## config.mk

```make
export PLATFORM = sky130hd
export DESIGN_NAME = he_stream_eq
export DESIGN_NICKNAME = d
export VERILOG_FILES = /design/src/rtl/he_pkg.sv /design/src/rtl/he_scale.sv /design/src/rtl/he_stream_eq.sv
export SDC_FILE = /design/constraint.sdc
export NUM_CORES = 1
export LEC_CHECK = 0
export CAP_MARGIN = 10
export CORE_MARGIN = 3
export CORE_UTILIZATION = 55
export CTS_CLUSTER_DIAMETER = 100
export DETAILED_ROUTE_END_ITERATION = 8
export HOLD_SLACK_MARGIN = 0.08
export PLACE_DENSITY_LB_ADDON = 0.3
export SETUP_SLACK_MARGIN = 0.02
export SLEW_MARGIN = 30
export SYNTH_ARGS = -nofsm -noshare
export SYNTH_HDL_FRONTEND = slang
export SYNTH_SLANG_ARGS = --single-unit
```

## constraint.sdc

```tcl
create_clock -name clk -period 9.9 [get_ports clk]
set_input_delay 1.98 -clock clk [delete_from_list [all_inputs] [get_ports clk]]
set_output_delay 1.98 -clock clk [all_outputs]
set_load 0.02 [all_outputs]
```

## src/rtl/he_pkg.sv

```systemverilog
// Shared types and width helpers for the streaming histogram equaliser.
package he_pkg;

   typedef enum logic [1:0] {
      IDLE,
      COLLECT,
      OUT
   } he_state_t;

   // Width of one slot count: must be able to hold FRAME_LEN itself.
   function automatic int he_cnt_w(input int frame_len);
      return $clog2(frame_len) + 1;
   endfunction

   // Width of the pixel index; clamped to 1 so a one-pixel frame still has a legal vector.
   function automatic int he_idx_w(input int frame_len);
      return (frame_len > 1) ? $clog2(frame_len) : 1;
   endfunction

endpackage

```

## src/rtl/he_scale.sv

```systemverilog
// Maps a CDF count onto the output range: floor(cnt * (2^PIX_W - 1) / FRAME_LEN).
module he_scale
   import he_pkg::*;
#(
   parameter int PIX_W     = 8,
   parameter int FRAME_LEN = 1024
) (
   input  logic [he_cnt_w(FRAME_LEN)-1:0] cnt,
   output logic [PIX_W-1:0]               scaled
);

   localparam int CNT_W = he_cnt_w(FRAME_LEN);
   localparam int SHIFT = $clog2(FRAME_LEN);

   logic [CNT_W+PIX_W-1:0] wide;

   // cnt*(2^PIX_W-1) as a shift and subtract; FRAME_LEN is a power of two so the divide is a shift.
   always_comb begin
      wide   = {cnt, {PIX_W{1'b0}}} - {{PIX_W{1'b0}}, cnt};
      scaled = PIX_W'(wide >> SHIFT);
   end

endmodule

```

## src/rtl/he_stream_eq.sv

```systemverilog
// Streaming histogram equaliser: tracks the first N_TRACK pixels of a frame, counts how many
// frame pixels are <= each, then streams the scaled counts out in capture order.
module he_stream_eq
   import he_pkg::*;
#(
   parameter int PIX_W     = 8,
   parameter int FRAME_LEN = 1024,
   parameter int N_TRACK   = 8
) (
   input  logic             clk,
   input  logic             rst_n,
   input  logic             in_valid,
   output logic             in_ready,
   input  logic [PIX_W-1:0] in_image,
   output logic             out_valid,
   input  logic             out_ready,
   output logic [PIX_W-1:0] out_image
);

   localparam int CNT_W  = he_cnt_w(FRAME_LEN);
   localparam int IDX_W  = he_idx_w(FRAME_LEN);
   localparam int OIDX_W = (N_TRACK > 1) ? $clog2(N_TRACK) : 1;
   localparam logic [IDX_W-1:0]  LAST_PIX = IDX_W'(FRAME_LEN - 1);
   localparam logic [OIDX_W-1:0] LAST_OUT = OIDX_W'(N_TRACK - 1);

   he_state_t state, state_next;

   logic [IDX_W-1:0]  pix_cnt;
   logic [OIDX_W-1:0] out_idx;
   logic [PIX_W-1:0]  slot [N_TRACK];
   logic [CNT_W-1:0]  cnt  [N_TRACK];

   logic [N_TRACK-1:0] hit;
   logic [CNT_W-1:0]   rank;
   logic               accept;
   logic               last_pix;
   logic               xfer;
   logic               last_out;
   logic [CNT_W-1:0]   sel_cnt;
   logic [PIX_W-1:0]   scaled;

   assign in_ready  = (state != OUT);
   assign out_valid = (state == OUT);
   assign accept    = in_valid && in_ready;
   assign xfer      = out_valid && out_ready;
   assign last_pix  = (pix_cnt == LAST_PIX);
   assign last_out  = (out_idx == LAST_OUT);

   // Compare the incoming pixel with every slot already filled (index below pix_cnt):
   // hit marks slots whose count grows, rank is how many filled slots are <= the new pixel.
   always_comb begin
      hit  = '0;
      rank = '0;
      for (int k = 0; k < N_TRACK; k++) begin
         if (k < int'(pix_cnt)) begin
            if (in_image <= slot[k]) hit[k] = 1'b1;
            if (slot[k] <= in_image) rank = rank + CNT_W'(1);
         end
      end
   end

   // Next state: collect a full frame, then drain N_TRACK results.
   always_comb begin
      state_next = state;
      case (state)
         IDLE:    if (accept) state_next = last_pix ? OUT : COLLECT;
         COLLECT: if (accept && last_pix) state_next = OUT;
         OUT:     if (xfer && last_out) state_next = IDLE;
         default: state_next = IDLE;
      endcase
   end

   // State register.
   always_ff @(posedge clk) begin
      if (!rst_n) state <= IDLE;
      else        state <= state_next;
   end

   // Datapath: pixel index, slot capture and count updates, output index; cleared after the last transfer.
   always_ff @(posedge clk) begin
      if (!rst_n) begin
         pix_cnt <= '0;
         out_idx <= '0;
         for (int k = 0; k < N_TRACK; k++) begin
            slot[k] <= '0;
            cnt[k]  <= '0;
         end
      end else begin
         if (accept) begin
            pix_cnt <= last_pix ? '0 : pix_cnt + IDX_W'(1);
            for (int k = 0; k < N_TRACK; k++) begin
               if (hit[k]) begin
                  cnt[k] <= cnt[k] + CNT_W'(1);
               end else if (k == int'(pix_cnt)) begin
                  slot[k] <= in_image;
                  cnt[k]  <= rank + CNT_W'(1);
               end
            end
         end
         if (xfer) begin
            if (last_out) begin
               out_idx <= '0;
               for (int k = 0; k < N_TRACK; k++) begin
                  slot[k] <= '0;
                  cnt[k]  <= '0;
               end
            end else begin
               out_idx <= out_idx + OIDX_W'(1);
            end
         end
      end
   end

   assign sel_cnt = cnt[out_idx];

   he_scale #(
      .PIX_W    (PIX_W),
      .FRAME_LEN(FRAME_LEN)
   ) u_scale (
      .cnt   (sel_cnt),
      .scaled(scaled)
   );

   assign out_image = out_valid ? scaled : '0;

endmodule

```

==> results.toml <==
[drt]
drt_iter0_drc = 827
via_count = 8953
ant_nets = 0
drc = 0
via_per_inst = 6.23
postRouteWirelength_um = 27600
drtPass1Iterations = 5
route.detailed.wl_per_inst_um = 19.3

[worst_setup_path]
crit_end = "cnt[7][4]$_SDFFE_PP0P_"
crit_arrival_ns = 9.44
end_kind = "register"
crit_fanout = 4
worst_path_largest_cell_delay_ns = 0.53
startpoint = "in_image[1]"
ff2ff_path_depth = 36
rr_endpoint = "cnt[7][4]$_SDFFE_PP0P_"
start_kind = "input port"
critPathSlowestCell = "clkdlybuf4s50_1"
cp_data_required_time_ns = 10.18
critical_path_class = "in -> reg"
rrSetupSlack_ns = 2.52
cpMostUsedCell = "ha_1"
r2r_start = "slot[0][9]$_SDFFCE_PN0P_"

[synthesis]
ys_ff_latch = 170
yosysUniqueCellTypes = 69
synth_nets = 1246
ys_seq_area_share_pct = 39.1
synth_ff_type = "dfxtp_1"
postSynthCellCount = 1145
synth-edff-count = 76
syn-mean-instance-area_um2 = 9.29
async_reset_ff_share_pct = 0
ys.warnings.count = 0
yosys.area.top_type = "edfxtp_1"
synth_top_area_share_pct = 21.5
synth_area_um2 = 10600
synth_area_leaders = "edfxtp_1, dfxtp_1, ha_1"

[timing]
skew_ns = 0.00708
maxSlewHeadroom_pct = 32.3
setup_violations = 0
fmax_ghz = 0.109
hold_viol_final = 0
post-route-worst-setup-slack_ns = 0.746
min_period_ns = 9.15
setup_tns_ns = 0
tightest_slew_ns = 1.01
drv_slew = 0
rsz0062_at_grt = "false"
period_share_pct = 92.5

[status]
outcome = "finished, final reports clean"

[floorplan]
design.core.area_um2 = 18800
num_io_pins = 22
start_util_pct = 56.5
die_y_um = 145
core.rowCount = 50
die_w_um = 145
dieArea_um2 = 21000

[clock_network]
holdBufCountCts = 0
cts.path.max_buffers = 2
clock_latency_ns = 0.44
cts_tree = "built"
numCtsBuffers = 17
cts_resized = 0
cts_sinks = 170
clock-root-buffer = "clkbuf_16"
h-tree-depth = 4
clkSlewWorstSetupHoldPaths_ns = 0.07
post_cts_buffers = 0

[final_layout]
multi_input_area_um2 = 6210
fillers = 1541
drive_gt1_share_pct = 8.16
final_nets = 1265
num_antenna_cells = 0
fin_cells = 1436
final-seq-area_um2 = 4160
area_delta_synth_final_pct = 10.8

[power_and_ir_drop]
total_power_mw = 1.67
leakage_nw = 4.47
p_per_area_nw_per_um2 = 141
ir_worst_vdd_uv = 109

[global_route]
grt_max_degree = 27
overflow = 0
grt_pass1_wl_um = 44600
grt_pass1_vias = 8578
grtUsageTotal_pct = 26.3
antenna_found_initial = 0

[min_path]
min_path_cells = 1
min_path_type = "reg -> reg"
holdCritStartpoint = "state[1]$_SDFFE_PN0P_"

[placed_design]
place_hpwl_um = 20100
pre_cts_slack_ns = 0.432
dp.cells = 1405
gp_congestion = 0.901
port_buffers = 21

[job]
drv_cap = 0
cell usage after synthesis (all sizes together), types with 6 or more instances:
| cell | number |
|---|---|
| a211oi | 7 |
| ha | 89 |
| xnor2 | 31 |
| mux2i | 13 |
| nand4 | 23 |
| xor2 | 53 |
| and2 | 13 |
| or3 | 10 |
| nand2 | 115 |
| nand2b | 8 |
| a31oi | 8 |
| nand3 | 62 |
| or2 | 7 |
| dfxtp | 94 |
| nor3b | 6 |
| o21a | 6 |
| o211ai | 7 |
| o22ai | 31 |
| o21ai | 76 |
| nor2b | 15 |
| and3 | 21 |
| nor4 | 7 |
| edfxtp | 76 |
| a21oi | 59 |
| nor2 | 145 |
| mux4 | 22 |
| clkbuf | 29 |
| inv | 38 |
| nor3 | 14 |
power breakdown:
part	internal (mW)	total [mW]	switching, mW
registers	0.755	0.773	0.0182
clock network	0.419	0.704	0.285
logic	0.0710	0.190	0.119
total	1.24	1.67	0.422
worst min-delay path by stage:
stage	end	slack, ns
final	state[0]$_SDFFE_PN0P_	0.46
after global routing	slot[1][22]$_SDFFE_PP0P_	0.48
after CTS	state[0]$_SDFFE_PN0P_	0.45
after detailed placement	slot[1][0]$_SDFFE_PP0P_	0.44
after global placement	state[0]$_SDFFE_PN0P_	0.43
after floorplan	state[0]$_SDFFE_PN0P_	0.42
cell families after synthesis:
logic type	share of synthesized area, %
AO/OA/AOI/OAI	13.1
XOR/XNOR	7.55
adder cells (fa/ha/maj)	10.5
buffers and inverters	2.63
flip-flops	39.1
multiplexers	6.41
AND/OR/NAND/NOR	20.7
layout make-up:
cell class	count	share of cell area, %
sequential	170	35.3
timing repair buffer	34	2.61
clock inverter	8	0.637
clock buffer	23	4.69
inverter	39	1.24
tap	260	2.76
multi-input combinational	902	52.7
routing by layer:
layer  track usage, %  up-vias  share of wire, %
li1                 -     4205                 -
met1             36.3     4327                44
met2             42.3      365                46
met3             4.56       56               7.5
met4             8.74        0               2.3
met5                0        -                 0
cells in the final DEF (no fill, tap or decap), types with 22 or more instances in the layout:
cell type  Yosys  final
nand4_1       23     23
a21oi_1       59     58
nand3_1       62     62
mux4_2        22     22
o21ai_0       71     70
nand2_1      115    115
o22ai_1       31     31
ha_1          89     89
xor2_1        51     51
dfxtp_1       94     94
xnor2_1       30     30
edfxtp_1      76     76
nor2_1       144    144
inv_1         38     39
registers in the layout, summed over array words and instances (netlist names), named ones only:
name / count
cnt: 88
out_idx: 3
pix_cnt: 10
slot: 64
state: 2
critical path, delay by kind of cell:
kind,cells,cell delay [ns]
buffers and inverters,4,0.81
and+or+nand+nor,8,0.94
xor gates and xnor gates,2,0.47
adders and majority gates,8,2.42
AOI/OAI and AO/OA,13,2.13
muxes,3,0.68
through the flow:
| step | util (%) | area (um2) | hold WS (ns) |
|---|---|---|---|
| 2_1_floorplan | - | 10600 | 0.423 |
| 3_3_place_gp | 59.2 | 11100 | 0.432 |
| 3_5_place_dp | 59.2 | 11200 | 0.442 |
| 4_1_cts | 62.6 | 11800 | 0.449 |
| 5_1_grt | 62.6 | 11800 | 0.480 |
| 6_report | 62.6 | 11800 | 0.456 |
Power figures use the tool's default switching activity.
